<file path="src/rtl/uart_pkg.sv">
// Shared types and helpers for the UART transmit path.
// Holds the transmitter state encoding, default bit-timing constants and the
// parity helper used when the parity bit is compiled in.
package uart_pkg;

  typedef enum logic [2:0] {
    IDLE   = 3'd0,
    START  = 3'd1,
    DATA   = 3'd2,
    PARITY = 3'd3,
    STOP   = 3'd4
  } uart_tx_state_t;

  localparam int OVERSAMPLE_DEF = 16;  // ticks per start/data/parity bit
  localparam int STOP_TICKS_DEF = 16;  // 16 = 1 stop bit, 24 = 1.5, 32 = 2

  // Words narrower than 32 bits are zero-extended, which leaves the XOR unchanged.
  function automatic logic parity_calc(input logic [31:0] word, input logic odd);
    return (^word) ^ odd;
  endfunction

endpackage

</file>
<file path="src/rtl/uart_baud_gen.sv">
// Baud tick generator: free-running counter 0..dvsr, one s_tick per wrap.
// Ports: clk_i, rst_i (sync, active-high), dvsr_i (divisor), s_tick_o (1-clk tick).
// Latency: tick is combinational from the counter; a new dvsr applies from the next wrap.
// Backpressure: none; the tick stream never stalls.
module uart_baud_gen #(
  parameter int DVSR_W = 11
) (
  input  logic              clk_i,
  input  logic              rst_i,
  input  logic [DVSR_W-1:0] dvsr_i,
  output logic              s_tick_o
);

  logic [DVSR_W-1:0] cnt_q, cnt_d;
  // The wrap limit is only reloaded at a wrap (and in reset), so lowering dvsr
  // below the current count cannot make the counter run past its limit.
  logic [DVSR_W-1:0] lim_q, lim_d;

  assign s_tick_o = (cnt_q == lim_q);

  always_comb begin
    cnt_d = cnt_q + DVSR_W'(1);
    lim_d = lim_q;
    if (s_tick_o) begin
      cnt_d = '0;
      lim_d = dvsr_i;
    end
  end

  always_ff @(posedge clk_i) begin
    if (rst_i) begin
      cnt_q <= '0;
      lim_q <= dvsr_i;
    end else begin
      cnt_q <= cnt_d;
      lim_q <= lim_d;
    end
  end

endmodule

</file>
<file path="src/rtl/uart_tx_fifo_reader.sv">
// UART transmitter draining a FIFO read port: start, DATA_BITS LSB first, optional parity, stop.
// Latency: rd pops in the single IDLE clk; tx leaves idle on the next edge; one frame per word.
// Backpressure: no pop while empty and none while a frame is in flight (at most one per frame).
// Ports: clk, Reset (sync, active-high), dvsr, empty, r_data in; rd, tx, tx_busy, tx_done_tick out.
// Build option: define UART_TX_PARITY_EN to insert a parity bit (even, or odd with PARITY_ODD=1).
module uart_tx_fifo_reader
  import uart_pkg::*;
#(
  parameter int DATA_BITS  = 8,
  parameter int OVERSAMPLE = OVERSAMPLE_DEF,
  parameter int STOP_TICKS = STOP_TICKS_DEF,
  parameter int DVSR_W     = 11,
  parameter int PARITY_ODD = 0
) (
  input  logic                 clk,
  input  logic                 Reset,
  input  logic [DVSR_W-1:0]    dvsr,
  input  logic                 empty,
  input  logic [DATA_BITS-1:0] r_data,
  output logic                 rd,
  output logic                 tx,
  output logic                 tx_busy,
  output logic                 tx_done_tick
);

  localparam int TICK_MAX = (OVERSAMPLE > STOP_TICKS) ? OVERSAMPLE : STOP_TICKS;
  localparam int TICK_W   = (TICK_MAX > 1) ? $clog2(TICK_MAX) : 1;
  localparam int BIT_W    = (DATA_BITS > 1) ? $clog2(DATA_BITS) : 1;

  if (PARITY_ODD != 0 && PARITY_ODD != 1) begin : g_bad_parity_odd
    $error("PARITY_ODD must be 0 or 1");
  end

  logic s_tick;

  uart_baud_gen #(
    .DVSR_W (DVSR_W)
  ) u_baud (
    .clk_i    (clk),
    .rst_i    (Reset),
    .dvsr_i   (dvsr),
    .s_tick_o (s_tick)
  );

  uart_tx_state_t       state_q, state_d;
  logic [TICK_W-1:0]    tick_cnt_q, tick_cnt_d;
  logic [BIT_W-1:0]     bit_cnt_q, bit_cnt_d;
  logic [DATA_BITS-1:0] shreg_q, shreg_d;
  logic                 tx_q, tx_d;
  logic                 pop, done;
  logic                 os_last, stop_last;
`ifdef UART_TX_PARITY_EN
  logic                 par_q, par_d;
`endif

  assign os_last   = s_tick && (tick_cnt_q == TICK_W'(OVERSAMPLE - 1));
  assign stop_last = s_tick && (tick_cnt_q == TICK_W'(STOP_TICKS - 1));

  always_comb begin
    state_d    = state_q;
    tick_cnt_d = tick_cnt_q;
    bit_cnt_d  = bit_cnt_q;
    shreg_d    = shreg_q;
    pop        = 1'b0;
    done       = 1'b0;
`ifdef UART_TX_PARITY_EN
    par_d      = par_q;
`endif
    case (state_q)
      IDLE: begin
        if (!empty) begin
          pop        = 1'b1;
          shreg_d    = r_data;
          tick_cnt_d = '0;
`ifdef UART_TX_PARITY_EN
          // Parity is taken from the whole word now, before the shift register drains it.
          par_d      = parity_calc(32'(r_data), PARITY_ODD != 0);
`endif
          state_d    = START;
        end
      end
      START: begin
        if (os_last) begin
          tick_cnt_d = '0;
          bit_cnt_d  = '0;
          state_d    = DATA;
        end else if (s_tick) begin
          tick_cnt_d = tick_cnt_q + TICK_W'(1);
        end
      end
      DATA: begin
        if (os_last) begin
          tick_cnt_d = '0;
          shreg_d    = shreg_q >> 1;
          bit_cnt_d  = bit_cnt_q + BIT_W'(1);
          if (bit_cnt_q == BIT_W'(DATA_BITS - 1)) begin
`ifdef UART_TX_PARITY_EN
            state_d = PARITY;
`else
            state_d = STOP;
`endif
          end
        end else if (s_tick) begin
          tick_cnt_d = tick_cnt_q + TICK_W'(1);
        end
      end
`ifdef UART_TX_PARITY_EN
      PARITY: begin
        if (os_last) begin
          tick_cnt_d = '0;
          state_d    = STOP;
        end else if (s_tick) begin
          tick_cnt_d = tick_cnt_q + TICK_W'(1);
        end
      end
`endif
      STOP: begin
        if (stop_last) begin
          tick_cnt_d = '0;
          done       = 1'b1;
          state_d    = IDLE;
        end else if (s_tick) begin
          tick_cnt_d = tick_cnt_q + TICK_W'(1);
        end
      end
      default: state_d = IDLE;
    endcase
  end

  // tx is registered but decoded from the next state, so the line level
  // changes on the same edge as the state it belongs to.
  always_comb begin
    tx_d = 1'b1;
    case (state_d)
      START:   tx_d = 1'b0;
      DATA:    tx_d = shreg_d[0];
`ifdef UART_TX_PARITY_EN
      PARITY:  tx_d = par_d;
`endif
      default: tx_d = 1'b1;
    endcase
  end

  always_ff @(posedge clk) begin
    if (Reset) begin
      state_q    <= IDLE;
      tick_cnt_q <= '0;
      bit_cnt_q  <= '0;
      shreg_q    <= '0;
      tx_q       <= 1'b1;
`ifdef UART_TX_PARITY_EN
      par_q      <= 1'b0;
`endif
    end else begin
      state_q    <= state_d;
      tick_cnt_q <= tick_cnt_d;
      bit_cnt_q  <= bit_cnt_d;
      shreg_q    <= shreg_d;
      tx_q       <= tx_d;
`ifdef UART_TX_PARITY_EN
      par_q      <= par_d;
`endif
    end
  end

  // Strobes are combinational, so Reset masks them directly within its own cycle.
  assign rd           = pop  && !Reset;
  assign tx_done_tick = done && !Reset;
  assign tx           = tx_q;
  assign tx_busy      = (state_q != IDLE);

endmodule

</file>
<file path="config.mk">
export PLATFORM = sky130hd
export DESIGN_NAME = uart_tx_fifo_reader
export DESIGN_NICKNAME = d
export VERILOG_FILES = /design/src/rtl/uart_pkg.sv /design/src/rtl/uart_baud_gen.sv /design/src/rtl/uart_tx_fifo_reader.sv
export SDC_FILE = /design/constraint.sdc
export NUM_CORES = 1
export LEC_CHECK = 0
export BUFFER_PORTS_ARGS = -buffer_cell sky130_fd_sc_hd__buf_2
export CAP_MARGIN = 10
export CORE_MARGIN = 10
export CORE_UTILIZATION = 56
export DETAILED_ROUTE_END_ITERATION = 10
export MAX_ROUTING_LAYER = met4
export PLACE_DENSITY = 0.82
export SLEW_MARGIN = 20
export SYNTH_ARGS = -nofsm -noshare
export SYNTH_HDL_FRONTEND = slang
export SYNTH_SLANG_ARGS = --single-unit
export TNS_END_PERCENT = 50
</file>
<file path="constraint.sdc">
create_clock -name clk -period 2.3 [get_ports clk]
set_clock_uncertainty 0.15 [all_clocks]
set_input_delay 0.46 -clock clk [delete_from_list [all_inputs] [get_ports clk]]
set_output_delay 0.46 -clock clk [all_outputs]
set_load 0.01 [all_outputs]
</file>
# --- Word-level counts from Yosys, hierarchy flattened ---
# Cells that the tools add are included.
op_classes:
  addsub: 3
  n_eq_ne: 12
  mux: 23
  n_reduce_logical: 15
ops:
  columns: ["operator", "n"]
  rows:
  - ["two-way mux 11 bit", 2]
  - ["two-way mux 3 bit", 7]
  - ["two-way mux 8 bit", 2]
  - ["case mux 8 bit (2 select lines)", 1]
  - ["two-way mux 4 bit", 3]
  - ["case mux 3 bit (4 select lines)", 1]
  - ["adder 11 x 1 -> 11 bit (second input constant)", 1]
  - ["equality test 11 bit", 1]
  - ["AND reduction 3 bit", 3]
  - ["case mux 4 bit (2 select lines)", 1]
  - ["nonzero test 2 bit", 4]
  - ["equality test 3 x 1 -> 1 bit (second input constant)", 2]
  - ["equality test 3 x 2 -> 1 bit (second input constant)", 2]
  - ["equality test 3 bit (second input constant)", 2]
  - ["inequality test 2 bit (second input constant)", 3]
  - ["case mux 3 bit (2 select lines)", 1]
  - ["adder 4 x 1 -> 4 bit (second input constant)", 1]
  - ["equality test 4 bit (second input constant)", 1]
  - ["two-way mux 1 bit", 4]
  - ["adder 3 x 1 -> 3 bit (second input constant)", 1]
  - ["logical AND 1 bit", 3]
  - ["zero test 3 bit", 1]
  - ["inequality test 3 x 1 -> 1 bit (second input constant)", 1]
  - ["nonzero test 3 bit", 1]
  - ["other kinds (4)", 4]
word_totals:
  ff_bits: 41
  in_bits: 22
  output_inout_bits: 4
  wordCells: 61

# --- Depth between registers and ports, before layout ---
depth:
  ltp_word: 6
  depth_mapped: 7
  ltp_nobuf: 6

# --- Modules after synthesis ---
# Synthesis repeated with hierarchy kept, for this count alone.
unflattened:
  hier_cells: 180
  area_unflattened_um2: 1865.5
modules_own_cells:
  columns: ["module", "n_inst", "cells_per_inst", "area_each_um2"]
  rows:
  - ["uart_baud_gen", 1, 79, 943.4]
  - ["uart_tx_fifo_reader", 1, 101, 922.1]

# --- Least setup slack after synthesis ---
# OpenSTA, ideal clock, no wires.
synth_timing:
  kind: "reg2out"
  start: "register tick_cnt_q[0]"
  end: "output port tx_done_tick"
  arrival_ns: 1.624
  required_ns: 1.690
  path_slack_ns: 0.066
  stages_incl_launch_ff: 7
  path_buffers: 1
  cell_sequence: "dfxtp_1 ha_1 and3_1 and4_1 nand3_2 buf_2 nor4_1"
synth_via:
  elab_chain_cells: 5
synth_lines:
  columns: ["element", "line", "text"]
  rows:
  - ["start, declared", "uart_tx_fifo_reader.sv:46", "logic [TICK_W-1:0] tick_cnt_q, tick_cnt_d;"]
  - ["start signal, assigned", "uart_tx_fifo_reader.sv:156", "tick_cnt_q <= tick_cnt_d;"]
  - ["equality test 4 bit", "uart_tx_fifo_reader.sv:57", "assign stop_last = s_tick && (tick_cnt_q == TICK_W'(STOP_TICKS - 1));"]
  - ["logical AND 1 bit", "uart_tx_fifo_reader.sv:57", null]
  - ["two-way mux 1 bit", "uart_tx_fifo_reader.sv:118", "if (stop_last) begin"]
  - ["two-way mux 1 bit", "uart_tx_fifo_reader.sv:69", "case (state_q)"]
  - ["logical AND 1 bit", "uart_tx_fifo_reader.sv:168", "assign tx_done_tick = done && !Reset;"]
  - ["end, declared", "uart_tx_fifo_reader.sv:23", "output logic tx_done_tick"]
# Every way passes these cells.

# --- Worst setup path in the final report ---
layout_timing:
  start: "register tick_cnt_q[1]"
  end: "output port tx_done_tick"
# Same word-level chain as after synthesis.

==> results.md <==
* Status: finished clean
* EDFF count, synth at 11
* Multiplexer share of the synthesized area at 0
* Core area at 0.003363 mm^2
* Gate Count Post-Synth at 197
* Synthesized area at 0.001954 mm^2
* First-pass GRT wire length at 7086 um
* R2R cell count at 6
* DR pass1 iterations at 4
* Switching fraction of total power at 0.2212
* Vias in the first global route at 1566
* Pwr Density at 637.0 mW/mm^2
* Worst EP arrival at 1650 ps
* Final ANT Viol Nets at 0
* Syn Nets at 223
* Num Clock Sinks at 41
* Leak pwr at 0.8847 nW
* Simple-gate share of the synthesized area at 0.2298
* Sequential area share after synthesis at 0.4763
* Synth Flop Type: dfxtp_1
* Data required time of the critical path at 1690 ps
* Cell taking the most area after synthesis: dfxtp_1
* Flop-to-flop setup slack at 280 ps
* Post-route setup slack at 43.46 ps
* Avg Inst Size Synth at 9.921 um^2
* DR vias at 1650
* Crit end category: output port
* Synth Area in Adders at 0.02561
* Routability congestion estimate at 0.8554
* Num CTS Buffers at 5
* Final min period at 2257 ps
* DR DRC count at 0
* Largest net degree at the start of global routing at 22
* Pre-CTS setup slack at 160.6 ps
* Clock Latency Late Sink at 350 ps
* CTS tree: done
* Post-DP HPWL at 2920 um
* IO Count at 26
* Logic pwr share at 0.099
* CP Class: reg -> out
* Seq pwr share at 0.524
* Clock transition at the registers of the reported paths at 120 ps
* Die area at 0.006253 mm^2
* Slew HR at 0.6866
* Yosys cell types at 45
* Fmax at 443.2 MHz
* Crit path to: tx_done_tick
* Initial antenna violation count at 0
* MaxCap Viol Count at 0
* Reg2reg end: shreg_q[1]$_SDFFE_PP0P_
* Die Span X at 79.08 um
* NetSw at 0.3346 mW
* Critical Path Start: tick_cnt_q[1]$_SDFFE_PP0P_
* Final period util at 0.9811
* DRT Wirelength at 4240 um
* Nets at 262
* Vias per cell at 5.830
* Ant diodes at 0
* Filler cells at 260
* Starting density of the core at 0.5811
* Clk network pwr share at 0.377
* Largest family of logic cells by synthesized area: simple AND/OR/NAND/NOR gates
* Die H at 79.08 um
* Gr usage total at 0.1410
* # setup viols final at 0
* Synthesized flop and latch total at 41
* Final Hold Fails at 0
* Clk root buf: clkbuf_4
* Num rows at 21
* Reg-to-Reg Start: u_baud.lim_q[4]$_DFFE_PP_
* Final core utilization at 0.7061
* Post-synthesis xor/xnor area fraction at 0.09859
* P_int at 1.178 mW
* Most frequent cell after synthesis: dfxtp_1
* Critical Path Start Type: flip-flop
* Async S/R FF share, synth at 0
* Ranking of synthesized cells by area: dfxtp_1 (31%), edfxtp_1 (17%), xnor2_1 (8.1%)
* H-tree Lvls at 2
* Fraction of layout instances using a drive strength above 1 at 0.2996
* Unrepaired setup endpoints after global routing: true
* Maximum buffer depth of the clock tree at 2
* Top cells by count, synth: dfxtp_1 (30), nor2_1 (20), xnor2_1 (18)
* FF/Latch Area at 934.6 um^2
* Hold Crit Class: in -> reg
* Ys Warns at 0
* Drt wl/cell at 14.98 um
* DR iter-0 viols at 92
* I/O Buffers at 25
* P&R area growth vs syn at 21.51%
* Worst Tran Pin Value at 466.6 ps
* Max Slew Vio Count at 0
* Top-area cell type share of the netlist area at 0.3073
* Crit path max fanout at 3
* Peak VDD IR at 0.5064 mV
* Area of the multi-input gates at 0.001020 mm^2
* Post-synthesis compound-gate area fraction at 0.1300
* Total congestion overflow at 0
-- area by class of cell --
class	instances	area share
multi-input cells	143	0.4294
flip-flops and latches	41	0.3936
repair buffers	41	0.1033
clock inverters	3	0.02740
well taps	46	0.02424
clock buffers	5	0.01581
inverters	4	0.006322
-- cell families (layout without fill, tap and decap cells) --
kind of cell / after synthesis / in the layout
simple gates: 79 / 79
flops: 41 / 41
compound gates: 38 / 38
xor+xnor: 22 / 22
buf+inv: 13 / 53
fa+ha+maj: 4 / 4
-- layer usage --
metal | vias up | global-route usage | share of wire
li1 | 801 | - | -
met1 | 782 | 0.1529 | 0.42
met2 | 54 | 0.2390 | 0.50
met3 | 13 | 0.03941 | 0.054
met4 | 0 | 0.05556 | 0.019
met5 | - | - | 0
-- worst max-delay path, cell delays in order (launching register included) --
cell and delay (ps):
dfxtp_2 380, ha_4 140, and3_4 180, and4_4 240, nand3_4 70, nor4_2 120, buf_2 160
-- power groups by stage --
| stage | Combinational (mW) | Clock [mW] | Sequential, mW |
|---|---|---|---|
| 6_report | 0.150 | 0.571 | 0.792 |
| 5_1_grt | 0.165 | 0.604 | 0.795 |
| 4_1_cts | 0.147 | 0.576 | 0.791 |
| 3_5_place_dp | 0.138 | 0 | 0.805 |
| 3_3_place_gp | 0.135 | 0 | 0.803 |
| 2_1_floorplan | 0.0921 | 0 | 0.802 |
-- worst min-delay path by stage --
stage,depth (start not counted),slack (ps),endpoint,from
2_1_floorplan,2,300,shreg_q[2]$_SDFFE_PP0P_,shreg_q[2]$_SDFFE_PP0P_
3_3_place_gp,2,300,shreg_q[2]$_SDFFE_PP0P_,shreg_q[2]$_SDFFE_PP0P_
3_5_place_dp,2,310,shreg_q[2]$_SDFFE_PP0P_,shreg_q[2]$_SDFFE_PP0P_
4_1_cts,1,120,u_baud.lim_q[4]$_DFFE_PP_,dvsr[4]
5_1_grt,1,110,u_baud.lim_q[4]$_DFFE_PP_,dvsr[4]
6_report,1,120,u_baud.lim_q[3]$_DFFE_PP_,dvsr[3]
-- layout by cell type, fill, tap and decap left out, types with 2 or more instances in the layout --
master / synthesis / routed
buf_4: 3 / 16
a211oi_1: 2 / 2
a21oi_1: 13 / 13
and4_4: 1 / 3
dfxtp_1: 30 / 27
a22oi_1: 6 / 6
dfxtp_2: 0 / 3
buf_2: 2 / 25
nor4_1: 3 / 2
nand3_1: 15 / 15
ha_1: 4 / 3
clkbuf_4: 0 / 5
o22ai_1: 2 / 2
or3_1: 3 / 3
nand4_1: 4 / 4
or2_2: 2 / 2
inv_1: 4 / 4
nor3_1: 4 / 4
nand2_1: 9 / 9
xnor2_1: 18 / 13
o31ai_1: 3 / 3
o21ai_0: 3 / 3
xnor2_2: 0 / 5
bufinv_16: 0 / 2
xor2_1: 4 / 4
edfxtp_1: 11 / 11
a31oi_1: 3 / 3
nand2b_1: 4 / 4
nor2_1: 20 / 20
-- through the flow --
step,hold slack (ps),instances,setup TNS (ps),instance area (um^2),power [mW]
2_1_floorplan,297.6,197,0,1954,0.8941
3_3_place_gp,303.7,271,0,2165,0.9386
3_5_place_dp,310.0,271,0,2165,0.9425
4_1_cts,120.9,283,0,2361,1.514
5_1_grt,108.1,283,-61.19,2375,1.564
6_report,123.8,283,0,2375,1.513
-- state kept, by name (all words and copies together) (netlist names) --
register      flops
tick_cnt_q        4
bit_cnt_q         3
u_baud.lim_q     11
shreg_q           8
tx                1
u_baud.cnt_q     11
state_q           3
-- timing repair --
item                                    in CTS  in global routing
hold buffers                                 0                  0
endpoints found under the setup margin       1                  1
resized for setup                           14                  2
pin swaps                                    4                  1
buffers inserted                             4                  0
Note: power is estimated with default switching activity, not from simulation.
